--- src/rtl/npu_cube_defs.sv ---
// Shared constants for the NPU cube adder tree.
// Default datapath widths and the carry-vector weight shift used by every
// ADD_LEVEL stage and by the final resolver.
package npu_cube_defs;

  // Default width of the redundant sum vector entering the resolver.
  localparam int DWIN_DEF  = 15;
  // Default accumulator / result width.
  localparam int DWACC_DEF = 21;
  // Carry bit i carries weight 2^(i+CAY_SHIFT) relative to the sum vector.
  localparam int CAY_SHIFT = 1;

endpackage

--- src/rtl/npu_cube_csa_cpa.sv ---
// Purpose: resolve a carry-save sum/carry pair into one binary value.
// Latency: purely combinational, zero cycles.
// Backpressure: none; this block has no handshake.
module npu_cube_csa_cpa
  import npu_cube_defs::*;
#(
  parameter int W = DWIN_DEF
) (
  input  logic [W-1:0] i_sum,
  input  logic [W-2:0] i_cay,
  output logic [W:0]   o_res   // o_res[W] is the carry-out of the addition
);

  // One extra bit covers the worst case sum + 2*cay without truncation.
  assign o_res = (W+1)'(i_sum) + ((W+1)'(i_cay) << CAY_SHIFT);

endmodule

--- src/rtl/npu_cube_csa_resolve_acc.sv ---
// Purpose: resolve the final CSA pair and accumulate it over the K-chunks of a group.
// Latency: a last beat accepted in cycle t presents its result in cycle t+2.
// Backpressure: only a last beat in s1 waits on a full output register; others flow.
module npu_cube_csa_resolve_acc
  import npu_cube_defs::*;
#(
  parameter int DWIN   = DWIN_DEF,
  parameter int DWACC  = DWACC_DEF,
  parameter bit SAT_EN = 1'b1
) (
  input  logic             clk,
  input  logic             rst,
  input  logic             in_valid,
  output logic             in_ready,
  input  logic [DWIN-1:0]  in_sum,
  input  logic [DWIN-2:0]  in_cay,
  input  logic             in_first,
  input  logic             in_last,
  output logic             out_valid,
  input  logic             out_ready,
  output logic [DWACC-1:0] out_data,
  output logic             out_ovf,
  output logic             err_restart
);

  localparam int RW = DWIN + 1;   // resolved value width
  localparam int SW = DWACC + 1;  // accumulator sum width incl. overflow bit

  logic [RW-1:0]    w_res;
  logic             w_s2_ok;
  logic             w_s1_adv;
  logic [DWACC-1:0] w_base;
  logic [SW-1:0]    w_sum;
  logic             w_ovf;
  logic [DWACC-1:0] w_next;
  logic             w_grp_ovf_next;

  logic             r_live;
  logic             r_s1_valid;
  logic [RW-1:0]    r_s1_res;
  logic             r_s1_first;
  logic             r_s1_last;
  logic [DWACC-1:0] r_acc;
  logic             r_acc_open;
  logic             r_grp_ovf;
  logic             r_out_valid;
  logic [DWACC-1:0] r_out_data;
  logic             r_out_ovf;
  logic             r_err;

  npu_cube_csa_cpa #(.W(DWIN)) u_cpa (
    .i_sum (in_sum),
    .i_cay (in_cay),
    .o_res (w_res)
  );

  // A last beat may only leave s1 if the output register is free or draining now.
  assign w_s2_ok  = !(r_s1_last && r_out_valid && !out_ready);
  assign w_s1_adv = r_s1_valid && w_s2_ok;
  // r_live keeps in_ready low during reset and the cycle it is released.
  assign in_ready = r_live && (!r_s1_valid || w_s2_ok);

  assign out_valid   = r_out_valid;
  assign out_data    = r_out_data;
  assign out_ovf     = r_out_ovf;
  assign err_restart = r_err;

  // Marks the block as out of reset so the input side can open.
  always_ff @(posedge clk or posedge rst) begin
    if (rst) r_live <= 1'b0;
    else     r_live <= 1'b1;
  end

  // Stage 1: capture the resolved value with its group markers.
  always_ff @(posedge clk or posedge rst) begin
    if (rst) begin
      r_s1_valid <= 1'b0;
      r_s1_res   <= '0;
      r_s1_first <= 1'b0;
      r_s1_last  <= 1'b0;
    end else if (in_ready) begin
      r_s1_valid <= in_valid;
      if (in_valid) begin
        r_s1_res   <= w_res;
        r_s1_first <= in_first;
        r_s1_last  <= in_last;
      end
    end
  end

  // Stage 2 datapath: add onto the running sum (or onto zero for a new group).
  always_comb begin
    w_base         = r_s1_first ? '0 : r_acc;
    w_sum          = {1'b0, w_base} + SW'(r_s1_res);
    w_ovf          = w_sum[DWACC];
    w_next         = w_sum[DWACC-1:0];
    if (w_ovf && SAT_EN) w_next = '1;
    w_grp_ovf_next = (r_s1_first ? 1'b0 : r_grp_ovf) | w_ovf;
  end

  // Stage 2 state: accumulator, open-group tracking and the restart pulse.
  always_ff @(posedge clk or posedge rst) begin
    if (rst) begin
      r_acc      <= '0;
      r_acc_open <= 1'b0;
      r_grp_ovf  <= 1'b0;
      r_err      <= 1'b0;
    end else begin
      r_err <= w_s1_adv && r_s1_first && r_acc_open;
      if (w_s1_adv) begin
        r_acc      <= w_next;
        r_grp_ovf  <= w_grp_ovf_next;
        r_acc_open <= !r_s1_last;
      end
    end
  end

  // Output register: load on a group's last beat, hold until accepted.
  always_ff @(posedge clk or posedge rst) begin
    if (rst) begin
      r_out_valid <= 1'b0;
      r_out_data  <= '0;
      r_out_ovf   <= 1'b0;
    end else if (w_s1_adv && r_s1_last) begin
      r_out_valid <= 1'b1;
      r_out_data  <= w_next;
      r_out_ovf   <= w_grp_ovf_next;
    end else if (out_ready) begin
      r_out_valid <= 1'b0;
    end
  end

endmodule

--- config.mk ---
export PLATFORM = sky130hd
export DESIGN_NAME = npu_cube_csa_resolve_acc
export DESIGN_NICKNAME = d
export VERILOG_FILES = /design/src/rtl/npu_cube_defs.sv /design/src/rtl/npu_cube_csa_cpa.sv /design/src/rtl/npu_cube_csa_resolve_acc.sv
export SDC_FILE = /design/constraint.sdc
export NUM_CORES = 1
export LEC_CHECK = 0
export ABC_CLOCK_PERIOD_IN_PS = 3700
export CAP_MARGIN = 10
export CORE_ASPECT_RATIO = 1.25
export CORE_MARGIN = 10
export CORE_UTILIZATION = 48
export CTS_CLUSTER_SIZE = 24
export DETAILED_ROUTE_END_ITERATION = 8
export PLACE_DENSITY = 0.75
export SLEW_MARGIN = 20
export SYNTH_ARGS = -nofsm -noshare
export SYNTH_HDL_FRONTEND = slang
export SYNTH_SLANG_ARGS = --single-unit
--- constraint.sdc ---
create_clock -name clk -period 3.7 [get_ports clk]
set_input_delay 0.74 -clock clk [delete_from_list [all_inputs] [get_ports clk]]
set_output_delay 0.74 -clock clk [all_outputs]
set_load 0.03 [all_outputs]
==> flow_summary.yaml <==
timing:
  timing.fmax_mhz: 320
  fin_crit_sh: 0.844
  final.min_clock_period_ns: 3.12
  maxSlewViolCount: 0
  final.setup.tns_ns: 0
  rsz0062_at_grt: "no"
  slew_headroom: 0.562
  tightest_slew_ns: 0.655
  setup_violations: 0
  finalHoldViolCount: 0
  fin_skew_ns: 0.0111
yosys:
  dominantRegCellSynth: "dfrtp_1"
  synth-seq-area-share: 0.391
  synth_top_area_frac: 0.391
  synth_top_family_by_area: "compound AO/OA/AOI/OAI gates"
  syn_nets: 547
  synth_fa_ha_area_frac: 0.0968
  synth_compound_area_frac: 0.231
  netlist_area_sq_mm: 0.00429
  synth_cells: 480
  synth_simple_gate_area_frac: 0.173
  yosysTopAreaCell: "dfrtp_1"
  synth_area_leaders: "dfrtp_1 (39%), ha_1 (8.7%), o21ai_0 (4.7%)"
  synth.distinct_cells: 56
  ys_warn_count: 0
  synth_seq_cells: 67
  synth_xor_area_frac: 0.0449
  syn_avg_cell_area_sq_um: 8.94
  synth_edf_count: 0
  async_flop_share: 1.00
  muxShareOfSynthArea: 0.0230
clock_tree:
  ctsResizeCount: 0
  cts_hold_buf: 0
  cts_root_buf: "clkbuf_8"
  cts_tree: "done"
  clk_pin_slew_ns: 0.08
  cts_sinks: 67
  postCtsSetupRepairBufs: 0
  htree_levels: 3
  cts_buffers: 9
  clk_latency_ns: 0.37
  clk_path_buf_depth: 2
drt:
  antenna_left: 0
  drt_iter0_drc: 185
  finalWirelength_mm: 10.1
  routedWlPerCell_microns: 15.4
  dr.pass1.iters: 5
  routed_via_density: 5.65
  vias: 3726
  drcViolationCount: 0
worst_setup_path:
  cp_max_fo: 20
  cp_cell_sequence: "buf_4 > nor2b_1 > ha_1 > a21oi_1 > o211ai_2 > nand3_2 > o221ai_4 > a31oi_2 > o211ai_1 > mux2_2"
  critPathCaptureType: "flip-flop"
  worstSetupStartpointType: "flip-flop"
  arrival_ns: 3.37
  slowest_delay_ns: 0.47
  path_buf_inv: 1
  setup.worst_path.class: "flip-flop to flip-flop"
  crit_family: "compound AO/OA/AOI/OAI gates"
  crit_slowest_cell: "dfrtp_1"
  cp.required_ns: 3.94
finish:
  register_area_sq_mm: 0.00168
  num-fill-cells: 769
  multi_input_area_sq_mm: 0.00244
  fin_area_sq_mm: 0.00522
  num_antenna_cells: 0
  drive_above_1_share: 0.0796
  final_cell_mix: "dfrtp_1 (67), clkdlybuf4s50_1 (59), nand2_1 (53)"
  layout_commonest_cell: "dfrtp_1"
  fin_nets: 602
  syn2layout_area_growth_pct: 21.7
global_routing:
  grt_pass1_vias: 3742
  grt_pass1_wl_mm: 17.2
  grt_max_degree: 68
  grt_use_total: 0.158
  overflow: 0
  antenna_found_initial: 0
floorplan:
  initial_core_util: 0.493
  dieHeight_microns: 126
  num_io_pins: 60
  rows: 38
  dieArea_sq_mm: 0.0131
  dieWidth_microns: 105
  core-area_sq_mm: 0.00870
flow_run:
  maxCapViolCount: 0
placement:
  place.port_buffers: 59
  place_congestion: 0.890
  dp_hpwl_mm: 7.65
  dpl-instance-area_sq_mm: 0.00498
hold_path:
  holdCritPathClass: "flip-flop to flip-flop"
power_and_ir_drop:
  ir_drop_mv: 0.247
  leakage_nw: 2.24
  power_density_mw_per_mm2: 700
outcome:
  status: "finished, final reports clean"
==> metal layers <==
metal	track usage	vias up	share of wire
met5	0	-	0
met4	0.0943	0	0.033
met3	0.0352	25	0.048
met2	0.279	103	0.51
met1	0.170	1769	0.41
li1	-	1829	-
==> area by class of cell <==
class | instances | share of cell area
clock buffers | 13 | 0.0324
clock inverters | 3 | 0.0132
inverters | 17 | 0.0122
multi-input cells | 375 | 0.468
flip-flops and latches | 67 | 0.321
well taps | 120 | 0.0288
repair buffers | 65 | 0.124
==> report_power, final <==
group	leakage (nW)	total (mW)	switching, mW	internal (mW)
Combinational	1.31	1.77	1.03	0.736
Sequential	0.807	1.16	0.168	0.996
Clock	0.120	0.717	0.281	0.436
Total	2.24	3.65	1.48	2.17
==> synthesized netlist by cell type (4+ instances only) <==
master / number
o21bai_1: 4
xor2_1: 13
inv_1: 17
nand2_1: 53
o21a_1: 8
nand3_1: 9
a211oi_1: 4
ha_1: 30
a31oi_1: 24
and3_1: 5
dfrtp_1: 67
o31ai_1: 4
mux2_2: 7
o21ai_0: 40
o21ai_1: 4
xnor2_1: 9
clkbuf_1: 16
a21oi_1: 33
nor2b_1: 20
nor3_1: 9
a21o_1: 7
nor2_1: 45
==> tightest hold or removal path, cell delays in order (launching register included) <==
cell     delay, ns
dfrtp_1       0.34
nand2_1       0.05
o21ai_0       0.06
==> stage by stage <==
| stage | std cells | worst slack [ns] | power [mW] | hold slack [ns] | util |
|---|---|---|---|---|---|
| 2_1_floorplan | 480 | 0.866 | 2.39 | 0.442 | - |
| 3_3_place_gp | 644 | 0.707 | 2.89 | 0.458 | 0.573 |
| 3_5_place_dp | 644 | 0.606 | 2.95 | 0.466 | 0.573 |
| 4_1_cts | 660 | 0.658 | 3.67 | 0.483 | 0.600 |
| 5_1_grt | 660 | 0.407 | 3.92 | 0.498 | 0.600 |
| 6_report | 660 | 0.577 | 3.65 | 0.477 | 0.600 |
==> final timing paths <==
| kind | startpoint | to | slack, ns | cells after the start |
|---|---|---|---|---|
| setup / recovery | r_s1_first | r_acc[18] | 0.58 | 10 |
| hold / removal | out_ovf | out_ovf | 0.48 | 2 |
| setup reg to reg | r_s1_first | r_acc[18] | 0.58 | 10 |
| hold reg to reg | out_ovf | out_ovf | 0.48 | 2 |
| max in group asynchronous | rst | r_s1_res[1] | 2.65 | 3 |
| min in group asynchronous | rst | r_s1_last | 0.74 | 3 |
==> logic make-up (layout without fill, tap and decap cells) <==
logic type      count (synthesis)  after routing
simple gates                  159            159
compound gates                152            152
flops                          67             67
buf+inv                        38             98
fa+ha+maj                      32             32
xor+xnor                       22             22
mux                             9              9
other cells                     1              1
Power figures use the tool's default switching activity.
